===== config.mk =====
export PLATFORM = sky130hd
export DESIGN_NAME = alu_multicycle
export DESIGN_NICKNAME = d
export VERILOG_FILES = /design/src/rtl/alu_pkg.sv /design/src/rtl/alu_shift_step.sv /design/src/rtl/alu_multicycle.sv
export SDC_FILE = /design/constraint.sdc
export NUM_CORES = 1
export LEC_CHECK = 0
export ABC_AREA = 1
export CAP_MARGIN = 20
export CORE_ASPECT_RATIO = 1.1
export CORE_MARGIN = 2
export CORE_UTILIZATION = 41
export CTS_CLUSTER_SIZE = 25
export DETAILED_ROUTE_END_ITERATION = 6
export GPL_ROUTABILITY_DRIVEN = 0
export GPL_TIMING_DRIVEN = 0
export SLEW_MARGIN = 10
export SYNTH_ARGS = -nofsm -noshare
export SYNTH_HDL_FRONTEND = slang
export SYNTH_SLANG_ARGS = --single-unit

===== constraint.sdc =====
create_clock -name clk -period 6.4 [get_ports clk]
set_input_delay 1.28 -clock clk [delete_from_list [all_inputs] [get_ports clk]]
set_output_delay 1.28 -clock clk [all_outputs]
set_load 0.05 [all_outputs]

===== src/rtl/alu_pkg.sv =====
// alu_pkg: op codes, FSM states and defaults shared by the ALU, its controller and the branch unit
package alu_pkg;
  localparam int DEFAULT_DATA_WIDTH = 32;
  typedef enum logic [3:0] {
    OP_AND = 4'b0000,
    OP_OR  = 4'b0001,
    OP_ADD = 4'b0010,
    OP_SUB = 4'b0011,
    OP_SLL = 4'b0100,
    OP_SRL = 4'b0101,
    OP_SRA = 4'b0111,
    OP_EQ  = 4'b1000,
    OP_LT  = 4'b1001,
    OP_XOR = 4'b1010,
    OP_SLT = 4'b1100
  } alu_op_e;
  typedef enum logic [1:0] {IDLE, SHIFT, DONE} alu_state_e;
endpackage


===== src/rtl/alu_shift_step.sv =====
// alu_shift_step: one combinational barrel-shift step of k positions, right shifts fill from a given sign
module alu_shift_step import alu_pkg::*; #(
  parameter int DATA_WIDTH = DEFAULT_DATA_WIDTH
) (
  input  logic [DATA_WIDTH-1:0]         value,
  input  logic [$clog2(DATA_WIDTH)-1:0] k,
  input  logic                          dir,
  input  logic                          arith,
  input  logic                          sign,
  output logic [DATA_WIDTH-1:0]         shifted
);
  logic [DATA_WIDTH-1:0] fill;
  // the sign comes from the original operand so SRA stays correct across many small steps
  always_comb fill = (arith && sign) ? ~({DATA_WIDTH{1'b1}} >> k) : '0;
  assign shifted = dir ? ((value >> k) | fill) : (value << k);
endmodule


===== src/rtl/alu_multicycle.sv =====
// alu_multicycle: execute-stage ALU, single-cycle logic/arith/compare, iterative shifts, valid/ready on both sides
module alu_multicycle import alu_pkg::*; #(
  parameter int DATA_WIDTH = DEFAULT_DATA_WIDTH,
  parameter int SHIFT_STEP = 1
) (
  input  logic                  clk,
  input  logic                  rst_n,
  input  logic                  flush,
  input  logic                  in_valid,
  output logic                  in_ready,
  input  logic [3:0]            operation,
  input  logic [DATA_WIDTH-1:0] src_a,
  input  logic [DATA_WIDTH-1:0] src_b,
  output logic                  out_valid,
  input  logic                  out_ready,
  output logic [DATA_WIDTH-1:0] result,
  output logic                  zero,
  output logic                  busy
);
  localparam int SHAMT_W = $clog2(DATA_WIDTH);
  localparam logic [SHAMT_W:0] STEP = (SHAMT_W+1)'(SHIFT_STEP);
  alu_state_e state, state_nx;
  alu_op_e op, op_q;
  logic [DATA_WIDTH-1:0] work, shifted, alu_res;
  logic [SHAMT_W-1:0] rem, rem_nx, k, shamt;
  logic sign_q, accept, start_shift;
  assign op = alu_op_e'(operation);
  assign shamt = src_b[SHAMT_W-1:0];
  assign accept = state == IDLE && in_valid && !flush;
  assign start_shift = (op == OP_SLL || op == OP_SRL || op == OP_SRA) && shamt != '0;
  assign k = ({1'b0, rem} < STEP) ? rem : STEP[SHAMT_W-1:0];
  assign rem_nx = rem - k;
  assign in_ready = state == IDLE;
  assign out_valid = state == DONE;
  assign busy = state != IDLE;
  // single-cycle result; a shift by zero simply passes operand A through
  always_comb begin
    alu_res = '0;
    case (op)
      OP_AND: alu_res = src_a & src_b;
      OP_OR:  alu_res = src_a | src_b;
      OP_XOR: alu_res = src_a ^ src_b;
      OP_ADD: alu_res = src_a + src_b;
      OP_SUB: alu_res = src_a - src_b;
      OP_EQ:  alu_res = DATA_WIDTH'(src_a == src_b);
      OP_LT, OP_SLT: alu_res = DATA_WIDTH'($signed(src_a) < $signed(src_b));
      OP_SLL, OP_SRL, OP_SRA: alu_res = src_a;
      default: alu_res = '0;
    endcase
  end
  alu_shift_step #(.DATA_WIDTH(DATA_WIDTH)) u_step (
    .value(work), .k(k), .dir(op_q != OP_SLL), .arith(op_q == OP_SRA), .sign(sign_q), .shifted(shifted)
  );
  // state register
  always_ff @(posedge clk) state <= !rst_n ? IDLE : state_nx;
  // next state: flush always returns to IDLE, a shift leaves SHIFT once its remaining count hits zero
  always_comb begin
    state_nx = state;
    if (flush) state_nx = IDLE;
    else if (state == IDLE && in_valid) state_nx = start_shift ? SHIFT : DONE;
    else if (state == SHIFT && rem_nx == '0) state_nx = DONE;
    else if (state == DONE && out_ready) state_nx = IDLE;
  end
  // datapath: capture on accept, step the shift, publish result/zero only for the final value
  always_ff @(posedge clk) begin
    if (!rst_n) begin
      work <= '0;
      rem <= '0;
      op_q <= OP_AND;
      sign_q <= 1'b0;
      result <= '0;
      zero <= 1'b1;
    end else if (accept) begin
      work <= src_a;
      rem <= start_shift ? shamt : '0;
      op_q <= op;
      sign_q <= src_a[DATA_WIDTH-1];
      if (!start_shift) begin
        result <= alu_res;
        zero <= alu_res == '0;
      end
    end else if (state == SHIFT && !flush) begin
      work <= shifted;
      rem <= rem_nx;
      if (rem_nx == '0) begin
        result <= shifted;
        zero <= shifted == '0;
      end
    end
  end
endmodule


# After elaboration in Yosys (flattened, before gate mapping)
# Index checks and enable logic that the tools add are counted.
# W data, S select, Z words.
# op_classes
muxes,21
magnitude_cmp,2
n_eq_ne,16
shifts,3
reduce_logical,24
n_bitwise,6
addsub,3
# op_table
op,count
$mux W32,8
$pmux W32 S8,1
$logic_not A32 Y1,2
$or A32 B32 Y32,2
$add A32 B32 Y32,1
$and A32 B32 Y32,1
$eq A32 B32 Y1,1
$lt A32 B32 Y1,1
$not A32 Y32,1
$shl A32 B5 Y32,1
$shr A32 B5 Y32,1
$shr A32 B5 Y32 const A,1
$sub A32 B32 Y32,1
$xor A32 B32 Y32,1
$mux W5,4
$eq A4 B3 Y1 const B,4
$eq A4 B4 Y1 const B,4
$eq A4 B2 Y1 const B,2
$mux W2,4
$logic_and A1 B1 Y1,7
$reduce_bool A2 Y1,3
$logic_not A5 Y1,1
$lt A5 B1 Y1 const B,1
$reduce_bool A5 Y1,1
other kinds (16),21
# word_totals
ff_bits,77
elab_cells,82

# Longest topological paths before layout
# logic_depth
ltp_word,11
depth_mapped,23
mapped_depth_nobuf,22

# Cells and area by module
# A second synthesis with hierarchy kept.
# unflattened
hier_cells,2663
area_unflattened_um2,14037.2
# by_module_without_submodules
mod,area_each_um2,cells_per_inst,n_inst
alu_multicycle,10441.3,1916,1
alu_shift_step,3595.9,747,1

# Least setup slack after synthesis
# Ideal clock, no wire load.
# synth_timing
path_type,input to register
start,input src_a[0]
end,register zero
cell_stages,21
t_required_ns,6.340
path_slack_ns,3.171
path_buffers,0
arrival_time_ns,3.170
cell_sequence,inv_1 -> ha_1 -> inv_1 -> fa_1 -> nand2_1 -> nand2_1 -> nand3_1 -> nand2_1 -> nand2_1 -> nand2_1 -> o21ai_0 -> nor2_1 -> nor2_1 -> nand2_1 -> nor2_1 -> nand3_1 -> nor2_1 -> nand3_1 -> nand2_1 -> nand2_1 -> nand2_1
# synth_via
elab_chain_cells,5
word_cells_on_any_way,11
cone_classes,add/sub: 2; order compare: 1; eq/ne: 1; mux: 3; bitwise: 3; reduce/logical: 1
# synth_rtl
item,line,source
from (decl),alu_multicycle.sv:12,"input logic [DATA_WIDTH-1:0] src_a,"
"$sub A32 B32 Y32, or another cell as far along",alu_multicycle.sv:44,OP_SUB: alu_res = src_a - src_b;
$pmux W32 S8 (*),alu_multicycle.sv:39,case (op)
$logic_not A32 Y1 (*),alu_multicycle.sv:80,zero <= alu_res == '0;
$mux W1 (*),alu_multicycle.sv:78,if (!start_shift) begin
$mux W1 (*),alu_multicycle.sv:73,end else if (accept) begin
to (signal assigned),alu_multicycle.sv:72,zero <= 1'b1;
to (signal assigned),alu_multicycle.sv:80,
to (signal assigned),alu_multicycle.sv:87,zero <= shifted == '0;
to (decl),alu_multicycle.sv:17,"output logic zero,"
# Mark *: on every way between the ends. The rest lies on a longest branch, timed or not. The select of a mux whose other input is x is not followed.
# A chain may end at the register's enable or synchronous reset.

# Worst setup path in the final report
# layout_timing
start,input src_b[0]
end,register zero
# layout_via
elab_chain_cells,5
word_cells_on_any_way,15
cone_classes,add/sub: 2; order compare: 1; eq/ne: 2; mux: 3; bitwise: 3; reduce/logical: 4
# layout_rtl
item,line,source
from (decl),alu_multicycle.sv:13,"input logic [DATA_WIDTH-1:0] src_b,"
"$sub A32 B32 Y32, or another cell as far along",alu_multicycle.sv:44,
$pmux W32 S8,alu_multicycle.sv:39,
$logic_not A32 Y1,alu_multicycle.sv:80,
$mux W1,alu_multicycle.sv:78,
$mux W1,alu_multicycle.sv:73,
# Parallel ways exist; a longest one is shown, timed or not. The select of a mux whose other input is x is not followed.

==> flow_summary.toml <==
[floorplanning]
design.core.area_um2 = 26140
die_height_um = 175.2
num_rows = 62
ioPinCount = 109
floorplan.die.width_um = 159.6
initial_util_pct = 41.77
die_area_um2 = 27960

[final_layout]
flow.area_growth_from_synthesis_pct = 16.40
postLayoutCellArea_um2 = 12710
fill_cells = 2898
multi_input_comb_area_um2 = 7739
num_antenna_cells = 0
register_area_um2 = 1541
mostFrequentLayoutCells = "sky130_fd_sc_hd__nand2_1 (571), sky130_fd_sc_hd__inv_1 (307), sky130_fd_sc_hd__nor2_1 (187)"
layout_commonest_cell = "sky130_fd_sc_hd__nand2_1"
layout.nets = 2251
final_layout_size_suffix_gt1_share_pct = 5.766
post_layout_nonfiller_instances = 2433

[route]
detail-route-antenna-nets = 0
first_pass_detailed_route_iteration_total = 7
viasPerCell = 5.633
wl_per_cell_um = 19.30
route.vias.total = 13706
post-route-drc-count = 0
detail_route.iter0.violations = 1380
drt-total-wl_um = 46960

[power_and_ir_drop]
p_comb_share_pct = 50.6
worst_ir_drop_vdd_mv = 0.1542
pwr-share-seq_pct = 26.1
power.internal_mw = 1.131
switching_share_pct = 45.99
power.share.clock_pct = 23.3
power.switching_mw = 0.9626
power_density_nw_per_um2 = 164.7
power_mw = 2.093
power.static_leakage_nw = 6.330

[sta]
timing.max_slew.rel_slack_pct = 41.06
setup_total_negative_slack_ns = 0
setup_viol_count_final = 0
setup_repair_after_global_routing_missed_its_margin = "false"
timing_hold_violations_final = 0
holdWs_ns = 0.4702
final.setup_skew_ns = 0.005860
max_freq_ghz = 0.2285
post_layout_minimum_cycle_time_ns = 4.377
worst_slew_pin_slew_ns = 0.8808
final_max_tran_viols = 0
final_min_period_over_clock_period_pct = 68.39

[synthesis]
yosys_register_bits = 77
synth_area_um2 = 10920
mappedNetlistNets = 2133
netlist_instances = 1958
syn-mean-instance-area_um2 = 5.577
synth_warnings = 0
synth.yosys.seq_area_share_pct = 14.12
synthDistinctLibCells = 56

[global_route]
grt_total_ovfl = 0
antenna_found_initial = 0
grt_first_pass_wirelength_um = 71400
grt_usage_pct = 32.87
maximum_number_of_pins_on_one_net_before_global_route_repair = 13
grt_pass1_vias = 12697

[clocking]
post-cts-setup-buffers = 0
cts.path.max_buffers = 2
cts_root_buffer = "sky130_fd_sc_hd__clkbuf_16"
cts_made_buffers = 9
clk_transition_reported_paths_ns = 0.06
clkSinkCount = 77
cts_tree = "yes"
htreeDepth = 3
cts_repair_resize_count = 0
clkLatencyLatePin_ns = 0.35
cts_hold_buffers = 0

[placement]
placed_cell_area_um2 = 12430
hpwlAfterDp_um = 38780
numPortBuffers = 107
placed_cells = 2417

[worst_setup_path]
worst_path_dominant_cell_family = "simple AND/OR/NAND/NOR gates"
setup.worst_path.class = "in -> reg"
startpoint_type = "input port"
worst_setup_path_end_kind = "flop"
timing.critical_path.cells = "clkdlybuf4s50_1, ha_1, inv_1, fa_1, o21ai_2, nand3_1, nand2_1, nand2_1, nand2_1, nand2_1, nand2_1, nand2_1, nand2_1, nor2_1, nor2_1, nand3_1, nor2_1, nand3_1, nand2_1, nand2_1, nand2_1"
crit_buf_inv = 2
crit_required_ns = 6.69
worst_r2r_startpoint = "state[0]$_SDFFE_PP0P_"
cell_with_the_biggest_individual_delay_on_the_critical_path = "sky130_fd_sc_hd__clkdlybuf4s50_1"
cp.arrival_ns = 4.67
r2r_cells = 7
critical-path-top-cell-by-count = "sky130_fd_sc_hd__nand2_1"
worst_r2r_endpoint = "result[10]$_SDFFE_PN0P_"
max_fo_critical_path = 5
critical_path.max_stage_delay_ns = 0.63
worst-r2r-setup-slack_ns = 3.97

[run]
cap_violations = 0

[min_path]
timing.hold.worst_endpoint = "sign_q$_SDFFE_PN0P_"
worstHoldPathCells = 2
holdCritStartpoint = "sign_q$_SDFFE_PN0P_"
hold_crit_class = "reg -> reg"

[status]
status = "finished clean"
[power groups by stage]
stage	Combinational [mW]	Clock, mW	Sequential, mW
after floorplan	0.616	0	0.611
after global placement	1.02	0	0.554
after detailed placement	1.03	0	0.555
after CTS	1.03	0.484	0.545
after global routing	1.15	0.505	0.549
final	1.06	0.488	0.545
[routing by layer]
layer | share of wire [%] | vias up | track usage (%)
met3 | 9.6 | 145 | 4.723
met2 | 45 | 778 | 55.25
li1 | - | 6575 | -
met5 | 0 | - | 0
met1 | 40 | 6208 | 41.56
met4 | 4.8 | 0 | 15.11
[logic make-up after synthesis]
kind of cell    after synthesis  synth area share (%)
fa+ha+maj                   102                 11.83
xor+xnor                      4                0.3209
compound gates              352                 19.16
simple gates               1025                 39.57
flops                        77                 14.12
buf+inv                     398                 15.01
[worst reg2reg max path, cell delays in order, from the launching register on]
cell and delay [ns]:
sky130_fd_sc_hd__dfxtp_1 0.36, sky130_fd_sc_hd__nor2_2 0.17, sky130_fd_sc_hd__nand2_1 0.11, sky130_fd_sc_hd__nor2_4 0.22, sky130_fd_sc_hd__clkbuf_1 0.42, sky130_fd_sc_hd__clkbuf_1 0.50, sky130_fd_sc_hd__o21ai_0 0.35, sky130_fd_sc_hd__a31oi_1 0.22
[flip-flops by register name, indices dropped and copies added (netlist names)]
register	flops
result	32
work	32
rem	5
op_q	4
state	2
sign_q	1
zero	1
[worst max path at each step]
stage               slack [ns]  cells after the start                end       from
floorplan                 3.17                     21  zero$_SDFFE_PN1P_   src_a[0]
global placement          1.77                     19  zero$_SDFFE_PN1P_   src_b[0]
detailed placement        1.76                     21  zero$_SDFFE_PN1P_   src_b[0]
CTS                       2.11                     21  zero$_SDFFE_PN1P_   src_b[0]
global route              1.81                     21  zero$_SDFFE_PN1P_  src_a[12]
finish                    2.02                     21  zero$_SDFFE_PN1P_   src_b[0]
[stage by stage]
stage	setup WS [ns]	utilization, %
6_report	2.023	48.62
5_1_grt	1.806	48.62
4_1_cts	2.109	48.62
3_5_place_dp	1.764	47.55
3_3_place_gp	1.768	47.55
2_1_floorplan	3.171	-
[synthesized netlist by cell type (all sizes together)]
library cell,n,area [um2]
a211oi,6,45.04
a21oi,71,370.4
a221oi,20,175.2
a22oi,1,7.510
a31oi,72,450.4
a41oi,1,8.760
and2,4,25.02
and3,1,6.260
buf,47,291.5
clkbuf,33,145.1
clkinv,2,8.750
dfxtp,77,1541
dlygate4sd1,1,8.760
fa,2,40.04
ha,100,1251
inv,315,1185
nand2,582,2212
nand3,183,925.9
nand3b,3,35.03
nand4,18,112.6
nor2,200,793.3
nor3,17,95.09
nor4,6,43.79
o2111ai,1,8.760
o211ai,8,65.06
o21a,1,7.510
o21ai,128,648.1
o21bai,11,86.33
o221ai,6,52.55
o22ai,24,150.1
o311ai,1,8.760
o31ai,1,7.510
or2,11,71.32
xnor2,2,17.52
xor2,2,17.52
[final cells by class]
type,count,share of cell area [%]
multi-input cells,1483,60.89
flip-flops and latches,77,12.13
inverters,317,9.392
repair buffers,107,8.427
plain buffers,81,3.505
well taps,352,3.465
clock buffers,12,2.018
clock inverters,4,0.1772
Note: power is estimated with default switching activity, not from simulation.
